`config.mk`:
```
export PLATFORM = sky130hd
export DESIGN_NAME = bit_subtractor
export DESIGN_NICKNAME = d
export VERILOG_FILES = /design/src/rtl/bit_serial_pkg.sv /design/src/rtl/full_subtractor.sv /design/src/rtl/bit_subtractor.sv
export SDC_FILE = /design/constraint.sdc
export NUM_CORES = 1
export LEC_CHECK = 0
export ABC_AREA = 0
export BUFFER_PORTS_ARGS = -buffer_cell sky130_fd_sc_hd__buf_2
export CORE_ASPECT_RATIO = 1.4
export CORE_MARGIN = 1.5
export CORE_UTILIZATION = 30
export CTS_BUF_LIST = sky130_fd_sc_hd__clkbuf_8
export DETAILED_ROUTE_END_ITERATION = 6
export PLACE_DENSITY = 0.53
export SETUP_SLACK_MARGIN = 0.02
export SLEW_MARGIN = 10
export SYNTH_ARGS = -nofsm -noshare
export SYNTH_HDL_FRONTEND = slang
export SYNTH_SLANG_ARGS = --single-unit
```
`constraint.sdc`:
```
create_clock -name clk -period 2.15 [get_ports clk]
set_input_delay 0.1075 -clock clk [delete_from_list [all_inputs] [get_ports clk]]
set_output_delay 0.1075 -clock clk [all_outputs]
set_load 0.02 [all_outputs]
```
`src/rtl/bit_serial_pkg.sv`:
```
// Shared definitions for the bit-serial arithmetic blocks (adder and subtractor).
package bit_serial_pkg;

    localparam int DEFAULT_WIDTH = 8;

    typedef enum logic [1:0] {
        IDLE  = 2'd0,
        SHIFT = 2'd1,
        DONE  = 2'd2
    } state_t;

endpackage

```
`src/rtl/full_subtractor.sv`:
```
// One-bit full subtractor: d = a - b - bin, bout is the borrow into the next bit.
module full_subtractor (
    input  logic a,
    input  logic b,
    input  logic bin,
    output logic d,
    output logic bout
);

    // Difference and borrow of a single bit position.
    always_comb begin
        d    = a ^ b ^ bin;
        bout = (~a & b) | (~(a ^ b) & bin);
    end

endmodule

```
`src/rtl/bit_subtractor.sv`:
```
// Bit-serial subtractor: diff = A - B, one bit per clock, LSB first.
//
// state | meaning
// IDLE  | waiting for start; result and flags held
// SHIFT | one difference bit produced per clock, WIDTH clocks
// DONE  | single-cycle done pulse, result valid
module bit_subtractor
    import bit_serial_pkg::*;
#(
    parameter int WIDTH = DEFAULT_WIDTH
) (
    input  logic             clk,
    input  logic             rst_n,
    input  logic             start,
    input  logic [WIDTH-1:0] A,
    input  logic [WIDTH-1:0] B,
    output logic [WIDTH-1:0] diff,
    output logic             borrow_out,
    output logic             overflow,
    output logic             busy,
    output logic             done
);

    localparam int CNT_W = (WIDTH > 1) ? $clog2(WIDTH) : 1;
    localparam logic [CNT_W-1:0] CNT_LAST = CNT_W'(WIDTH - 1);

    state_t           state;
    state_t           state_nxt;
    logic [WIDTH-1:0] a_sr;
    logic [WIDTH-1:0] b_sr;
    logic             brw;
    logic [CNT_W-1:0] cnt;
    logic             d_bit;
    logic             bout_bit;
    logic             last_bit;

    full_subtractor u_fs (
        .a    (a_sr[0]),
        .b    (b_sr[0]),
        .bin  (brw),
        .d    (d_bit),
        .bout (bout_bit)
    );

    assign last_bit = (cnt == CNT_LAST);

    // State register.
    always_ff @(posedge clk or negedge rst_n) begin
        if (!rst_n) begin
            state <= IDLE;
        end else begin
            state <= state_nxt;
        end
    end

    // Next-state decode and status outputs derived from the state.
    always_comb begin
        state_nxt = state;
        busy      = 1'b0;
        done      = 1'b0;
        case (state)
            IDLE: begin
                if (start) begin
                    state_nxt = SHIFT;
                end
            end
            SHIFT: begin
                busy = 1'b1;
                if (last_bit) begin
                    state_nxt = DONE;
                end
            end
            DONE: begin
                busy      = 1'b1;
                done      = 1'b1;
                state_nxt = IDLE;
            end
            default: begin
                state_nxt = IDLE;
            end
        endcase
    end

    // Operand capture, serial datapath and result/flag registers.
    always_ff @(posedge clk or negedge rst_n) begin
        if (!rst_n) begin
            a_sr       <= '0;
            b_sr       <= '0;
            brw        <= 1'b0;
            cnt        <= '0;
            diff       <= '0;
            borrow_out <= 1'b0;
            overflow   <= 1'b0;
        end else begin
            case (state)
                IDLE: begin
                    if (start) begin
                        a_sr       <= A;
                        b_sr       <= B;
                        brw        <= 1'b0;
                        cnt        <= '0;
                        diff       <= '0;
                        borrow_out <= 1'b0;
                        overflow   <= 1'b0;
                    end
                end
                SHIFT: begin
                    diff <= {d_bit, diff[WIDTH-1:1]};
                    a_sr <= {1'b0, a_sr[WIDTH-1:1]};
                    b_sr <= {1'b0, b_sr[WIDTH-1:1]};
                    brw  <= bout_bit;
                    cnt  <= cnt + 1'b1;
                    // On the last bit the shift-register LSBs hold the operand MSBs.
                    if (last_bit) begin
                        borrow_out <= bout_bit;
                        overflow   <= (a_sr[0] ^ b_sr[0]) & (d_bit ^ a_sr[0]);
                    end
                end
                default: begin
                end
            endcase
        end
    end

endmodule

```
==> flow_summary.toml, run 1 <==
[critical_path]
crit_arrival_ns = 1.88
slowest_delay_ns = 0.39
start_kind = "flip-flop"
path_cells = "inv_1 -> ha_1 -> mux2i_4 -> buf_4 -> o21ai_0"
cp-end-kind = "flip-flop"
worstSetupPathType = "reg2reg"
cp.depth = 5
worst_ep_required_time_ns = 2.29
cp_num_buf_inv = 2
critPathMaxFanout = 44
r2r_cells = 5
slowest_stage = "dfrtp_1"
critical_path.top_delay_family = "buffers and inverters"

[global_routing]
grt_pass1_wl_um = 5060
grt_antenna_before_repair = 0
use_met1 = 0.142
global_route.usage.met2 = 0.197
overflow = 0
top_usage_layer = "met2"
use_met3 = 0.0519
grt_max_degree = 45
grt_util_all_layers = 0.122
grt_pass1_vias = 1072

[clock_network]
cts_setup_buffers = 0
htreeDepth = 2
clock_sinks = 32
cts_resized = 0
cts_tree = "built"
cts.path.max_buffers = 2
hold_buffers = 1
cts_root_buffer = "clkbuf_8"
clock_latency_ns = 0.27
cts_buffers = 5
cts.clk_slew.worst_paths_ns = 0.06

[synth]
postSynthAreaPerCell_um2 = 11.8
yosysUniqueCellTypes = 23
ys_seq_area_frac = 0.536
yosys.area_share.simple = 0.0703
ys.warnings.count = 0
syn-cell-area_um2 = 1500
yosys.area_share.xor_xnor = 0.00586
postSynthCellCount = 127
synth-main-ff-cell = "dfrtp_1"
muxShareOfSynthArea = 0.116
async_reset_ff_frac = 1.00
synth_compound_area_frac = 0.146
synth_nets = 154
synth-edff-count = 0
synthAdderAreaFrac = 0.0720
synth_top_family_by_area = "compound AO/OA/AOI/OAI gates"
synth-seq-cells = 32

[drt]
wirelength_um = 2970
drcViolationCount = 0
wire_per_inst_um = 13.2
drt_iter0_markers = 49
avgViaCountPerCell = 4.52
vias = 1013
drtPass1Iterations = 4
ant_nets = 0

[floorplanning]
die_h_um = 86.5
core_area_um2 = 4800
rows = 30
dieArea_um2 = 5420
pin_count = 31
start_util = 0.311
die_width_um = 62.7

[timing]
timing.hold.ws_ns = 0.0646
rsz0062_at_grt = "false"
finalCritPeriodShare = 0.811
tns_ns = 0
hold_viol = 0
setup_viol = 0
skew_ns = 0.00190
max_slew_margin = 0.529
tightest_slew_ns = 0.707
fmax_ghz = 0.574
fin_crit_ns = 1.74
report.final.slew_viol_count = 0

[worst_hold_path]
min_path_cells = 3
min_path_type = "in2reg"

[place]
dp_hpwl_um = 2110
place.gp.congestion = 0.753
io_buffers = 30
placedCellCount = 216

[job]
drv_cap = 0

[status]
status = "finished, final reports clean"

[power_and_ir_drop]
ir_worst_vdd_uv = 606
p_leak_nw = 0.889
power_density_nw_per_um2 = 1420

[layout]
antenna_cells = 0
drive_above_1_share = 0.263
synthToLayoutAreaGrowth_pct = 17.9
fin_nets = 187
final_cells = 224
-- metrics by stage --
stage	utilization	worst slack (ns)	instance area [um2]	total power, mW
CTS	0.367	0.401	1760	2.55
global route	0.367	0.253	1760	2.72
detailed placement	0.349	0.413	1680	2.12
finish	0.367	0.407	1760	2.51
floorplan	-	0.631	1500	1.90
global placement	0.349	0.492	1680	2.06
-- worst paths after layout --
kind / startpoint / to / slack (ns)
max: state[0] / a_sr[3] / 0.41
min in group asynchronous: rst_n / b_sr[1] / 0.41
min: A[7] / a_sr[7] / 0.06
max reg2reg: state[0] / a_sr[3] / 0.41
min reg2reg: b_sr[6] / b_sr[6] / 0.49
max in group asynchronous: rst_n / b_sr[4] / 1.28
-- cells by family after synthesis --
group | count (synthesis)
muxes | 16
xor gates and xnor gates | 1
buffers and inverters | 11
AOI/OAI and AO/OA | 34
DFF | 32
adders and majority gates | 8
and+or+nand+nor | 25
-- per-layer routing --
metal,part of all wire,vias to the layer above
li1,-,504
met1,0.44,472
met2,0.48,28
met3,0.050,9
met4,0.026,0
met5,0,-
-- where the power goes --
group | internal (mW) | leakage (nW) | total (mW) | switching (mW)
Combinational | 0.453 | 0.430 | 1.09 | 0.636
Clock | 0.215 | 0.0452 | 0.419 | 0.204
Sequential | 0.848 | 0.414 | 1.00 | 0.153
Total | 1.52 | 0.889 | 2.51 | 0.993
-- cell usage in the layout (no fill, tap or decap) --
master         count
inv_1              5
a32o_1             1
xor2_1             1
ha_1               7
a22o_1            10
o21ai_1            6
dfrtp_1           32
mux2_2             1
clkinv_2           1
buf_4              2
o211ai_1           1
o21ai_0           12
mux2i_1           14
mux2i_4            1
and2_1             1
buf_2             30
nand2_1           21
fa_1               1
dlygate4sd3_1      1
nand2b_2           1
a21oi_1            3
clkbuf_8           5
nand2b_1           1
nor3_1             1
a31o_2             1
-- cell type report --
class / count / area [um2]
Clock buffer: 5 / 68.8
Sequential cell: 32 / 801
Clock inverter: 2 / 8.76
Inverter: 4 / 15.0
Multi-Input combinational cell: 84 / 614
Timing Repair Buffer: 33 / 175
Fill cell: 527 / 3040
Tap cell: 64 / 80.1
-- worst register-to-register path: stages (launching register included) --
cell     delay [ns]
dfrtp_1        0.39
inv_1          0.13
ha_1           0.28
mux2i_4        0.25
buf_4          0.38
o21ai_0        0.18
-- Yosys cell counts, types with 2 or more instances --
master   number  area (um2)
inv_1         4        15.0
ha_1          7        87.6
a21oi_1       3        15.0
o21ai_0      12        60.1
nand2_1      21        78.8
mux2i_1      14         140
buf_4         2        15.0
dfrtp_1      32         801
a22o_1       10        87.6
o21ai_1       6        30.0
buf_6         4        45.0
-- registers in the layout, indices dropped and copies added, names as in the netlist --
register and flops:
a_sr 8, b_sr 8, diff 8, cnt 3, state 2, borrow_out 1, brw 1, overflow 1
(Power assumes the default switching activity.)
==> run 2: changes to the inputs <==
ABC_AREA = 1   (was 0)
PLACE_DENSITY = 0.54   (was 0.53)
clock period = 1.5 ns   (was 2.15 ns; I/O delays follow)
==> run 2 against run 1 <==
Net effect:
- cell count rose by 36%
- via count grew 30%
- critical path depth increased by 2
- combinational power rose by 110%
- power rose by 82%
- worst setup slack worse by 0.29 ns
- highest routed layer unchanged
==> flow_summary.toml, run 2 <==
[status]
status = "finished, final reports clean"

[drt]
avgViaCountPerCell = 4.31
wire_per_inst_um = 10.5
ant_nets = 0
vias = 1316
drcViolationCount = 0
drt_iter0_markers = 34
drtPass1Iterations = 4
wirelength_um = 3200

[floorplanning]
core_area_um2 = 5160
pin_count = 31
die_h_um = 89.3
dieArea_um2 = 5770
start_util = 0.309
die_width_um = 64.6
rows = 31

[layout]
final_area_um2 = 1980
final_cell_mix = "nand2_1 (111), dfrtp_1 (32), buf_2 (30), inv_1 (12), o21ai_1 (10)"
synthToLayoutAreaGrowth_pct = 24.2
top_regs = "a_sr x8, b_sr x8, diff x8"
drive_above_1_share = 0.226
antenna_cells = 0
final_cells = 305
fill_cells = 551
fin_nets = 265
final_common_cell = "nand2_1"

[synth]
yosysMostFrequentCell = "nand2_1"
synth_area_leaders = "dfrtp_1 (50%), nand2_1 (26%), ha_1 (5.5%)"
synth-seq-cells = 32
synth_top_cells_by_count = "nand2_1 (111), dfrtp_1 (32), inv_1 (15)"
yosysUniqueCellTypes = 18
ys.warnings.count = 0
postSynthAreaPerCell_um2 = 7.94
synth_top_cell_area_share = 0.502
synth_nets = 228
syn-cell-area_um2 = 1600
async_reset_ff_frac = 1.00
synth-edff-count = 0
postSynthCellCount = 201
synth_top_area_cell = "dfrtp_1"
synth-main-ff-cell = "dfrtp_1"
ys_seq_area_frac = 0.502

[place]
dp_hpwl_um = 2150
dp_slack_ns = 0.0757
placedCellCount = 296
postPlaceCellArea_um2 = 1850
place.gp.congestion = 0.701
io_buffers = 30

[timing]
fmax_ghz = 0.724
report.final.slew_viol_count = 0
hold_viol = 0
finalCritPeriodShare = 0.921
skew_ns = 0.00544
rsz0062_at_grt = "true"
max_slew_margin = 0.728
tightest_slew_ns = 0.408
setup_viol = 0
finalWorstSetupSlack_ns = 0.118
fin_crit_ns = 1.38
tns_ns = 0

[global_routing]
overflow = 0
grt_max_degree = 33
grt_util_all_layers = 0.129
grt_pass1_wl_um = 5730
grt_pass1_vias = 1357
grt_antenna_before_repair = 0

[critical_path]
start_kind = "flip-flop"
worstSetupPathType = "reg2reg"
cp-end-kind = "flip-flop"
worst_ep_required_time_ns = 1.73
crit_arrival_ns = 1.61
critPathMaxFanout = 3

[clock_network]
clock_sinks = 32
cts.clk_slew.worst_paths_ns = 0.07
cts_buffers = 5
clock_latency_ns = 0.28
htreeDepth = 2
cts.path.max_buffers = 2
cts_tree = "built"
cts_root_buffer = "clkbuf_8"

[power_and_ir_drop]
p_leak_nw = 1.12
power_density_nw_per_um2 = 2310
power_mw = 4.57
ir_worst_vdd_uv = 788

[worst_hold_path]
min_path_type = "in2reg"

[job]
drv_cap = 0
==> run 2: changes by cell type after synthesis, sizes merged, moves of 2 or more <==
cell    change
nand2      +93
mux2i      -14
inv        +13
a22o       -10
o21ai       -5
nand3       +4
nor2        +4
a21oi       -2
nand2b      -2
==> run 2: cells by family (layout without fill, tap and decap cells) <==
group                    count (synthesis)  count (layout)  share of synthesized area
adder cells (fa/ha/maj)                  8               8                     0.0674
flip-flops                              32              32                      0.502
multiplexers                             1               1                    0.00627
AND/OR/NAND/NOR                        122             122                      0.298
AO/OA/AOI/OAI                           14              14                     0.0439
buffers and inverters                   24              62                     0.0823
==> run 2: worst paths after layout <==
check / start / endpoint / slack, ns / cells after the start
hold reg to reg: b_sr[2] / b_sr[2] / 0.47 / 2
max in group asynchronous: rst_n / b_sr[2] / 0.87 / 3
min in group asynchronous: rst_n / cnt[1] / 0.34 / 3
hold / removal: A[7] / a_sr[7] / 0.02 / 3
setup / recovery: brw / overflow / 0.12 / 7
setup reg to reg: brw / overflow / 0.12 / 7
==> run 2: through the flow <==
stage / util / hold slack [ns]
floorplan: - / -0.221
global placement: 0.358 / 0.124
detailed placement: 0.358 / 0.126
CTS: 0.381 / 0.0100
global route: 0.384 / 0.0352
finish: 0.384 / 0.0152
==> run 2: final cells by class <==
| class | instances | area, um2 | share of cell area |
|---|---|---|---|
| clock buffer | 5 | 68.8 | 0.0347 |
| clock inverter | 3 | 42.5 | 0.0215 |
| inverter | 17 | 66.3 | 0.0335 |
| multi-input combinational | 145 | 678 | 0.342 |
| sequential | 32 | 801 | 0.404 |
| tap | 66 | 82.6 | 0.0417 |
| timing repair buffer | 37 | 243 | 0.122 |
==> run 2: what timing repair did <==
item                       in CTS  in global routing
hold buffers                    1                  0
resized for setup               0                  6
setup endpoints to repair       0                 31
setup buffers                   0                  0
hold endpoints to repair       32                  0
==> run 2: layer usage <==
metal  vias to the layer above  share of wire  GRT usage
met1                       609           0.43      0.144
met3                         4          0.041     0.0327
li1                        680              -          -
met5                         -              0          0
met2                        23           0.51      0.237
met4                         0          0.017     0.0522
==> run 2: worst max-delay path: stages, from the launching register on <==
cell and delay [ns]:
dfrtp_1 0.40, fa_1 0.58, inv_1 0.05, nand2_1 0.05, nand2_1 0.04, nor2_1 0.09, nand2_1 0.07, nand2_1 0.05
==> run 2: power by group <==
part / internal [mW] / total (mW) / leakage (nW) / switching, mW
Clock: 0.491 / 0.826 / 0.0541 / 0.335
Combinational: 0.898 / 2.31 / 0.652 / 1.41
Sequential: 1.23 / 1.43 / 0.412 / 0.205
Total: 2.62 / 4.57 / 1.12 / 1.95
==> run 3: changes to the inputs <==
ABC_AREA = not set   (was 1)
BUFFER_PORTS_ARGS = -buffer_cell sky130_fd_sc_hd__buf_4   (was -buffer_cell sky130_fd_sc_hd__buf_2)
PLACE_DENSITY = 0.55   (was 0.54)
==> run 3 against run 2 <==
Net effect:
- critical endpoint unchanged
- the flow now finishes with violations (negative setup slack)
- maximum frequency down 11%
- clock power down 20%
- first-iteration DRC count fell by 18%
- hold slack better by 0.042 ns
- worst setup slack got worse by 0.18 ns
==> flow_summary.toml, run 3 (same netlist as run 1, synthesis figures left out) <==
[critical_path]
critPathMaxFanout = 2
r2r_setup_slack_ns = -0.06
worst_ep_required_time_ns = 1.66
crit_arrival_ns = 1.72
cp-end-kind = "flip-flop"
start_kind = "flip-flop"
worstSetupPathType = "reg2reg"

[global_routing]
grt_antenna_before_repair = 0
grt_pass1_wl_um = 4910
grt_util_all_layers = 0.117
overflow = 0
grt_pass1_vias = 1161
grt_max_degree = 45

[power_and_ir_drop]
power_density_nw_per_um2 = 2200
power_mw = 5.03
p_leak_nw = 1.14
ir_worst_vdd_uv = 1030

[clock_network]
clock_latency_ns = 0.28
cts.path.max_buffers = 2
cts_root_buffer = "clkbuf_8"
cts_buffers = 5
cts.clk_slew.worst_paths_ns = 0.07
cts_tree = "built"
clock_sinks = 32
htreeDepth = 2

[drt]
vias = 1160
wirelength_um = 3680
drtPass1Iterations = 3
wire_per_inst_um = 14.9
avgViaCountPerCell = 4.70
ant_nets = 0
wl_met1_um = 1440
drt_iter0_markers = 28
routed.top_layer = "met4"
met3_length_um = 102
drcViolationCount = 0
wl_met2_um = 2060

[layout]
final_area_um2 = 2290
final_common_cell = "buf_4"
antenna_cells = 0
final_cell_mix = "buf_4 (43), dfrtp_1 (32), mux2i_1 (14), o21ai_2 (14)"
synthToLayoutAreaGrowth_pct = 52.9
drive_above_1_share = 0.530
top_regs = "a_sr x8, b_sr x8, diff x8"
fill_cells = 462
fin_nets = 209

[timing]
report.final.slew_viol_count = 0
setup_viol = 4
tightest_slew_ns = 0.409
skew_ns = 0.00612
rsz0062_at_grt = "true"
hold_viol = 0
max_slew_margin = 0.727
finalWorstSetupSlack_ns = -0.0589
fin_crit_ns = 1.56
fmax_ghz = 0.641
finalCritPeriodShare = 1.04
tns_ns = -0.0666

[place]
io_buffers = 30
postPlaceCellArea_um2 = 1850
dp_hpwl_um = 2140
dp_slack_ns = -0.0979
place.gp.congestion = 0.734

[worst_hold_path]
min_path_type = "in2reg"

[job]
drv_cap = 0

[floorplanning]
rows = 30
die_width_um = 62.7
pin_count = 31
die_h_um = 86.5
start_util = 0.311
core_area_um2 = 4800
dieArea_um2 = 5420

[status]
failed_checks = "negative setup slack"
status = "complete, but fails checks"
## run 3: cell types whose count changed in the layout (fill, tap and decap cells not counted), moves of 5 or more
cell	before	now
a22o_1	0	10
buf_2	30	0
buf_4	3	43
inv_1	12	2
mux2i_1	1	14
nand2_1	111	10
nand2_4	1	6
o21ai_1	10	2
o21ai_2	0	14
## run 3: final cells by class
cell class                 count  area, um2  share of cell area
inverter                       4       15.0             0.00657
clock inverter                 2       10.0             0.00438
timing repair buffer          55        533               0.233
clock buffer                   6       82.6              0.0361
sequential                    32        801               0.350
multi-input combinational     84        764               0.334
tap                           64       80.1              0.0350
## run 3: worst paths after layout
kind	from	endpoint	depth (start not counted)
setup / recovery	a_sr[0]	overflow	5
hold reg to reg	b_sr[5]	b_sr[5]	2
setup reg to reg	a_sr[0]	overflow	5
hold / removal	A[7]	a_sr[7]	3
min in group asynchronous	rst_n	b_sr[2]	2
max in group asynchronous	rst_n	brw	2
## run 3: per-stage QoR
stage	util	hold slack, ns	cells
CTS	0.413	0.0481	236
finish	0.476	0.0570	247
global route	0.476	0.0566	247
detailed placement	0.384	0.0375	224
global placement	0.384	0.0331	224
floorplan	-	-0.221	127
## run 3: what timing repair did
item,4_1_cts,5_1_grt
hold buffers,1,0
hold endpoints to repair,32,0
cloned,0,6
resized for setup,3,50
pin swaps,2,26
buffers inserted,3,5
endpoints found under the setup margin,30,28
## run 3: where the power goes
part,switching (mW),internal [mW]
Sequential,0.272,1.22
Clock,0.298,0.365
Combinational,1.35,1.53
Total,1.92,3.12
## run 3: critical path, cell delays in order, from the launching register on
cell,delay [ns]
dfrtp_1,0.36
inv_1,0.08
fa_1,0.55
xor2_1,0.15
nor3_1,0.05
mux2_2,0.25
## run 3: metal layers
metal,global-route usage,vias to the layer above
met1,0.121,573
met5,0,-
met2,0.219,23
li1,-,555
met4,0.0667,0
met3,0.0208,9
